<file path="config.mk">
export PLATFORM = sky130hd
export DESIGN_NAME = wav_frame_sequencer
export DESIGN_NICKNAME = d
export VERILOG_FILES = /design/src/rtl/wav_frame_sequencer.sv
export SDC_FILE = /design/constraint.sdc
export NUM_CORES = 1
export LEC_CHECK = 0
export ABC_CLOCK_PERIOD_IN_PS = 4300
export CORE_MARGIN = 2
export CORE_UTILIZATION = 56
export CTS_BUF_LIST = sky130_fd_sc_hd__clkbuf_4 sky130_fd_sc_hd__clkbuf_8
export DETAILED_ROUTE_END_ITERATION = 10
export PLACE_DENSITY = 0.88
export RECOVER_POWER = 50
export SYNTH_ARGS = -nofsm -noshare
export SYNTH_HDL_FRONTEND = slang
export SYNTH_SLANG_ARGS = --single-unit
</file>
<file path="constraint.sdc">
create_clock -name clk -period 4.3 [get_ports clk]
set_clock_uncertainty 0.1 [all_clocks]
set_input_delay 0.86 -clock clk [delete_from_list [all_inputs] [get_ports clk]]
set_output_delay 0.86 -clock clk [all_outputs]
set_load 0.01 [all_outputs]
</file>
<file path="src/rtl/wav_frame_sequencer.sv">
// rtl/wav_frame_sequencer.sv - packs host samples into frames for the audio core and drains results
module wav_frame_sequencer #(
  parameter int LANES    = 8,
  parameter int SAMPLE_W = 16,
  parameter int CNT_W    = 32,
  parameter int TIMEOUT  = 1024
) (
  input  logic                      clk,
  input  logic                      n_rst,
  input  logic                      start,
  input  logic [CNT_W-1:0]          load_size,
  input  logic                      in_valid,
  input  logic [SAMPLE_W-1:0]       in_sample,
  output logic                      in_ready,
  output logic                      buffer_load,
  output logic [LANES*SAMPLE_W-1:0] frame_out,
  input  logic                      core_output_load,
  input  logic [LANES*SAMPLE_W-1:0] core_data,
  output logic                      out_valid,
  output logic [SAMPLE_W-1:0]       out_sample,
  input  logic                      out_ready,
  output logic                      busy,
  output logic                      wav_done,
  output logic                      err
);

  // lane_idx/frame_cnt must reach LANES, so they need one more value than a lane select
  localparam int IDX_W = $clog2(LANES + 1);
  localparam int SEL_W = (LANES > 1) ? $clog2(LANES) : 1;
  localparam int WD_W  = $clog2(TIMEOUT + 1) + 1;

  typedef enum logic [2:0] {
    IDLE,
    FILL,
    LOAD,
    WAIT_CORE,
    DRAIN,
    DONE
  } state_t;

  state_t state_q;
  state_t state_d;

  logic [SAMPLE_W-1:0] frame_q  [LANES];
  logic [SAMPLE_W-1:0] result_q [LANES];
  logic [CNT_W-1:0]    remaining_q;
  logic [IDX_W-1:0]    lane_idx_q;
  logic [IDX_W-1:0]    drain_idx_q;
  logic [IDX_W-1:0]    frame_cnt_q;
  logic [WD_W-1:0]     wd_q;
  logic                err_q;

  logic             in_fire;
  logic             out_fire;
  logic             frame_full;
  logic             last_drain;
  logic             wd_expire;
  logic [SEL_W-1:0] lane_sel;
  logic [SEL_W-1:0] drain_sel;

  assign lane_sel   = lane_idx_q[SEL_W-1:0];
  assign drain_sel  = drain_idx_q[SEL_W-1:0];
  assign in_fire    = in_ready && in_valid;
  assign out_fire   = out_valid && out_ready;
  // the sample being accepted either fills the last lane or is the last one in the file
  assign frame_full = (lane_idx_q == IDX_W'(LANES - 1)) || (remaining_q == CNT_W'(1));
  assign last_drain = (drain_idx_q == frame_cnt_q - IDX_W'(1));
  // wd_q holds the number of WAIT_CORE cycles including the current one
  assign wd_expire  = (TIMEOUT != 0) && (wd_q == WD_W'(TIMEOUT));

  // state-decoded outputs; in_ready depends on state only
  assign in_ready    = (state_q == FILL);
  assign buffer_load = (state_q == LOAD);
  assign out_valid   = (state_q == DRAIN);
  assign busy        = (state_q != IDLE);
  assign wav_done    = (state_q == DONE);
  assign err         = err_q;

  // flatten the frame lanes and select the current result lane
  always_comb begin
    frame_out  = '0;
    out_sample = '0;
    for (int k = 0; k < LANES; k++) begin
      frame_out[k*SAMPLE_W +: SAMPLE_W] = frame_q[k];
    end
    if (out_valid) begin
      out_sample = result_q[drain_sel];
    end
  end

  // state register
  always_ff @(posedge clk or negedge n_rst) begin
    if (!n_rst) begin
      state_q <= IDLE;
    end else begin
      state_q <= state_d;
    end
  end

  // next-state logic; a core capture takes priority over watchdog expiry
  always_comb begin
    state_d = state_q;
    case (state_q)
      IDLE: begin
        if (start) begin
          state_d = (load_size == '0) ? DONE : FILL;
        end
      end
      FILL: begin
        if (in_fire && frame_full) begin
          state_d = LOAD;
        end
      end
      LOAD: begin
        state_d = WAIT_CORE;
      end
      WAIT_CORE: begin
        if (core_output_load) begin
          state_d = DRAIN;
        end else if (wd_expire) begin
          state_d = DONE;
        end
      end
      DRAIN: begin
        if (out_fire && last_drain) begin
          state_d = (remaining_q == '0) ? DONE : FILL;
        end
      end
      DONE: begin
        state_d = IDLE;
      end
      default: begin
        state_d = IDLE;
      end
    endcase
  end

  // datapath: frame packing, sample counting, watchdog, result capture and drain index
  always_ff @(posedge clk or negedge n_rst) begin
    if (!n_rst) begin
      for (int k = 0; k < LANES; k++) begin
        frame_q[k]  <= '0;
        result_q[k] <= '0;
      end
      remaining_q <= '0;
      lane_idx_q  <= '0;
      drain_idx_q <= '0;
      frame_cnt_q <= '0;
      wd_q        <= '0;
      err_q       <= 1'b0;
    end else begin
      case (state_q)
        IDLE: begin
          if (start) begin
            remaining_q <= load_size;
            err_q       <= 1'b0;
            lane_idx_q  <= '0;
            frame_cnt_q <= '0;
            for (int k = 0; k < LANES; k++) begin
              frame_q[k] <= '0;
            end
          end
        end
        FILL: begin
          if (in_fire && (remaining_q != '0)) begin
            frame_q[lane_sel] <= in_sample;
            lane_idx_q        <= lane_idx_q + IDX_W'(1);
            frame_cnt_q       <= lane_idx_q + IDX_W'(1);
            remaining_q       <= remaining_q - CNT_W'(1);
          end
        end
        LOAD: begin
          wd_q <= WD_W'(1);
        end
        WAIT_CORE: begin
          if (core_output_load) begin
            for (int k = 0; k < LANES; k++) begin
              result_q[k] <= core_data[k*SAMPLE_W +: SAMPLE_W];
            end
            drain_idx_q <= '0;
          end else if (wd_expire) begin
            err_q <= 1'b1;
          end else begin
            wd_q <= wd_q + WD_W'(1);
          end
        end
        DRAIN: begin
          if (out_fire) begin
            if (last_drain) begin
              if (remaining_q != '0) begin
                lane_idx_q <= '0;
                for (int k = 0; k < LANES; k++) begin
                  frame_q[k] <= '0;
                end
              end
            end else begin
              drain_idx_q <= drain_idx_q + IDX_W'(1);
            end
          end
        end
        default: begin
        end
      endcase
    end
  end

endmodule

</file>
# After elaboration in Yosys (flattened, before gate mapping)
# Cells that the tools add are included.
# word_totals
reg_bits	316
latch_bits	0
ram_bits	0
mem_bits_ro	0
word_cells	121
memories	0
# op_classes
add_sub_neg	5
n_mul	0
div	0
order_cmp	3
eq_ne	22
n_shift	0
muxes	42
bitwise	2
reduce_logical	24
# op_table
cell	count
$mux 128	5
$pmux 128 s3	1
$bwmux 128	1
$logic_not 32->1	2
$mux 16	4
$mux 32	2
$pmux 32 s2	1
$bmux 16 s3	1
$demux 16 s3	1
$eq 32x1->1 const B	1
$mux 4	8
$reduce_bool 32->1	1
$sub 32x1->32 const B	1
$mux 12	2
$pmux 12 s2	1
$mux 3	7
$pmux 4 s2	2
$pmux 3 s5	1
$add 12x1->12 const B	1
$eq 12x11->1 const B	1
$ne 2x1->1 const B	6
$ne 2x2->1 const B	6
$pmux 4 s3	1
$reduce_and 4->1	3
other kinds (21)	38

# Depth between registers and ports, before layout
# depth
ltp_word	8
depth_mapped	10
depth_no_buf	8

# Least setup slack after synthesis
# OpenSTA, ideal clock, no wires.
# synth_timing
path_type	register to output
startpoint	reg drain_idx_q[0]
endpoint	out out_sample[10]
t_arrival_ns	1.875
setup_slack_ns	1.465
path_stages_with_launch	6
n_path_buf	2
cell_sequence	dfrtp_1 buf_2 buf_1 mux4_2 mux2i_1 nor2_1
# synth_via
elab_chain_len	5
# synth_rtl
element	line_no	source
start, declared	48	logic [IDX_W-1:0] drain_idx_q;
start signal, assigned	197	drain_idx_q <= drain_idx_q + IDX_W'(1);
$not 3->4 (implied by the code)	87	out_sample = result_q[drain_sel];
$bmux 16 s3	87	
$mux 16 (implied by the code) (2 in series)	87	
$mux 16	86	if (out_valid) begin
end, declared	20	output logic [SAMPLE_W-1:0] out_sample,
# No other way between the ends. The select of a mux whose other input is x is not followed.

# Worst setup path in the final report
# layout_timing
startpoint	reg drain_idx_q[0]
endpoint	out out_sample[9]
# The elaborated chain is that of the path after synthesis.

==> results by stage <==
Timing:
- The number of failing hold endpoints at the final stage was 0.
- The final number of setup-violating endpoints is 0.
- The tightest hold margin is 0.368 ns.
- The final max-slew violation count is roughly 240.
- The normalized max-slew margin is -94.9%.
- The final worst setup slack is 0.203 ns.
- After layout, the worst path uses between 90% and 100% of the clock period.
- The clock period minus worst slack is just over 4 ns.
- For the final routed database, the setup TNS stands at 0 ns.
- Based on the critical path, the design can be clocked at up to about 240 MHz.
- Setup repair after global routing left no endpoint under its margin.
- At the pin with the least slew margin, the transition time is a little under 3 ns.

Clocking:
- After clock tree synthesis, the setup repair step added 0 buffers.
- For this design, the sink count on the clock tree is approximately 320.
- TritonCTS built the clock tree.
- After clock tree synthesis, the clock-pin slew on the worst setup and hold paths is 0.06 ns.
- In this run, post-CTS repair resized a total of 0 instances.
- For this design, the CTS-stage hold fixing added 0 buffers.
- The clock latency reported for the late side of the worst-skew pair is 0.59 ns.
- The tree is rooted in a clkbuf_8.
- The clock tree buffer depth is 3.
- The number of H-tree branching levels is 2.
- The number of clock buffers added by TritonCTS is between 50 and 60.

Synthesis:
- The gate count after technology mapping is approximately 1400.
- The part of the Yosys area used for sequential elements is ~56%.
- The Yosys step of the flow raised 0 warnings.
- The predominant post-synthesis flop cell is dfrtp_1.
- Yosys mapped the design onto 65 distinct sky130hd cell types.
- The net count of the mapped netlist is 1577.
- A synthesized cell averages slightly above 10 µm².
- The synthesized design contains 0 enable-type register cells.
- In this run the cell area of the synthesized design comes to 14200 µm².
- The flip-flop and latch count after synthesis is around 320.
- The share of flip-flops with an asynchronous set or reset is 100%.

Die:
- In this run the core area contains between 50 and 60 standard-cell rows.
- The floorplan step set the die width to 163 µm.
- The floorplan step set the die height to ~160 µm.
- The initial core utilization is a little under three fifths.
- The area enclosed by the die boundary is between 20000 and 30000 µm².
- The region available for standard cell placement spans between 20000 and 30000 µm².
- The top-level I/O count is about 330.

Worst setup path:
- Traced cell by cell, the critical path runs through buf_12, mux4_2, mux2i_1, nor2_1, clkdlybuf4s50_1.
- The data required time at the worst endpoint is ~3.3 ns.
- In this run the worst path has a maximum fanout of 19.
- The type of element launching the critical path is a flip-flop.
- The worst setup path is captured at an output pin.
- Data arrives at the worst endpoint at around 3.1 ns.
- The largest stage delay on the critical path is ~0.76 ns.
- The setup path with the least slack is of type flip-flop to output pin.
- The library cell contributing the largest single delay on the critical path is dfrtp_2.

Placement:
- The number of placed instances, taps included, is between 1500 and 2000.
- The number of buffers inserted by port buffering is approximately 330.
- The post-placement cell area is roughly 18000 µm².
- At the end of routability-driven placement, the weighted congestion stood at roughly 0.89.
- Summed over all nets, the half-perimeter wirelength after detailed placement is a little over 30 mm.
- The pre-CTS setup slack is about 0.44 ns.

Power and ir drop:
- The cell-internal power is 8.19 mW.
- The portion of total power attributed to the clock network is between 20% and 30%.
- Per report_power, the sequential group accounts for between 30% and 40% of the total.
- Summed over all nets, the switching power comes to between 4 and 5 mW.
- Total power for the finished layout comes to about 13 mW.
- The power density over the cells is 698 nW/µm².
- Per report_power, the combinational group accounts for between 30% and 40% of the total.
- Summed over all cells, the static leakage comes to between 8 and 9 nW.
- The proportion of total power due to net switching is 37.8%.
- Across the VDD grid, the largest voltage drop is ~0.00047 V.

Detailed routing:
- Dividing the detail-routed wire length by the instance count gives 21.4 µm.
- The first detailed-routing pass ran for 5 iterations.
- The total number of vias is 12500.
- After the first detailed-routing iteration, the DRC count stood at between 1000 and 1500.
- Wires add up to around 44 mm.
- The per-cell via count in the routed design is ~6.1.
- The residual DRC count is 0.
- The number of antenna-violating nets in the routed design is 0.

Finish:
- With fillers left out, the area of the finished cells amounts to 18900 µm².
- The final instance count without filler cells is between 2000 and 2500.
- The core occupancy in the finished layout is between 70% and 80%.
- In the final layout, the multi-input gates occupy 5790 µm².
- The post-route netlist has under 10% of its cells at a drive strength greater than 1.
- The net count of the finished layout is 1881.
- The count of fill cells added during filler insertion is 1681.
- The synthesis-to-finish area growth is 33.0%.
- Summing all flip-flop and latch instances after layout gives between 7000 and 8000 µm².

Outcome:
- The run finished, with violations left.
- The final reports fail on max-capacitance violations, max-slew violations.

Min path:
- The worst hold-check path type is flip-flop to flip-flop.

GRT:
- Entering global routing, the biggest net connects about 130 pins.
- The initial antenna violation count came to 3.
- The total congestion overflow is 0.
- For this run, the total global-route usage over all layers was measured as between 30% and 40%.
- The wire length of the first global-routing pass is ~69 mm.
- The via count of the first global-routing pass came to around 12000.

Run:
- Max-cap violations in this run came to 2.
## cell type report
cell class                 count  area share [%]
tap                          330            2.19
antenna                        1          0.0133
inverter                      18           0.358
sequential                   316            41.9
clock inverter                14           0.922
multi-input combinational    953            30.7
timing repair buffer         351            18.4
clock buffer                  80            5.44
## power by group through the flow
stage / Clock, mW / Combinational (mW) / Sequential, mW
after floorplan: 0 / 2.92 / 4.99
after global placement: 0 / 4.74 / 5.07
after detailed placement: 0 / 4.96 / 5.13
after CTS: 2.99 / 5.02 / 5.11
after global routing: 3.13 / 5.50 / 5.26
final: 2.98 / 5.03 / 5.15
## metal layers
layer / GRT usage [%] / part of all wire [%]
met1: 40.2 / 36
met2: 56.6 / 49
met3: 9.55 / 9.8
met4: 14.0 / 4.4
met5: 0 / 0.063
## flip-flops by register name, indices dropped and copies added (netlist names)
name	flops
frame_out	128
result_q	128
remaining_q	32
wd_q	12
drain_idx_q	4
frame_cnt_q	4
lane_idx_q	4
state_q	3
err	1
## kinds of logic after synthesis
group	Yosys count	synth area share, %
flops	316	55.8
compound gates	275	14.2
fa+ha+maj	8	0.706
xor+xnor	14	0.970
mux	50	6.36
simple gates	606	18.4
buf+inv	118	3.51
## synthesized netlist by cell type, types with 3 or more instances
cell type,instances,area share (%)
nor3b_1,3,0.16
o32ai_1,3,0.19
buf_6,5,0.40
nor2_1,62,1.6
o22ai_1,4,0.18
nand2b_1,3,0.13
a31oi_1,4,0.18
clkbuf_1,58,1.5
nand4_1,10,0.44
a21oi_1,43,1.5
mux4_2,32,5.1
or4_1,3,0.16
xnor2_1,6,0.37
buf_2,13,0.46
and3b_1,3,0.19
a22o_1,132,8.2
o22a_1,5,0.31
a22oi_1,6,0.32
buf_1,23,0.61
o21ai_0,51,1.8
nand2_1,432,11
o2bb2ai_1,8,0.49
ha_1,8,0.71
nor4_1,21,0.93
mux2i_1,17,1.2
dfrtp_1,316,56
inv_1,18,0.48
xor2_1,7,0.43
or3_1,8,0.35
nand3_1,16,0.56
nor3_1,22,0.78
## placed cells by master, fill, tap and decap left out, drive strengths merged, types with 4 or more instances in the layout
cell	netlist	layout
mux4	32	32
buf	41	15
nor3	25	25
a22oi	6	6
nor2	62	62
nor4	25	25
or3	8	8
dfrtp	316	316
xnor2	6	6
ha	8	8
or4	5	5
mux2i	17	17
o22ai	4	4
o2bb2ai	8	8
nand4	10	10
o21ai	52	52
clkbuf	59	86
clkdlybuf4s50	0	329
clkinv	0	10
o22a	5	5
inv	18	19
nand3	16	16
xor2	7	7
a22o	132	132
a31oi	4	4
a21oi	44	44
nand2	432	432
## final timing paths
check	cells after the start	slack, ns	to	from
max	5	0.20	out_sample[9]	drain_idx_q[0]
min reg2reg	2	0.37	result_q[76]	result_q[76]
min in group asynchronous	1	1.08	result_q[73]	n_rst
max reg2reg	8	0.73	frame_out[31]	remaining_q[0]
max in group asynchronous	2	0.92	remaining_q[14]	n_rst
min	2	0.37	result_q[76]	result_q[76]
## worst max-delay path, delay by kind of cell (launching register included)
family | cells | cell delay, ns
flops | 1 | 0.76
simple gates | 1 | 0.12
mux | 2 | 0.87
buf+inv | 2 | 0.81
Note: power is estimated with default switching activity, not from simulation.
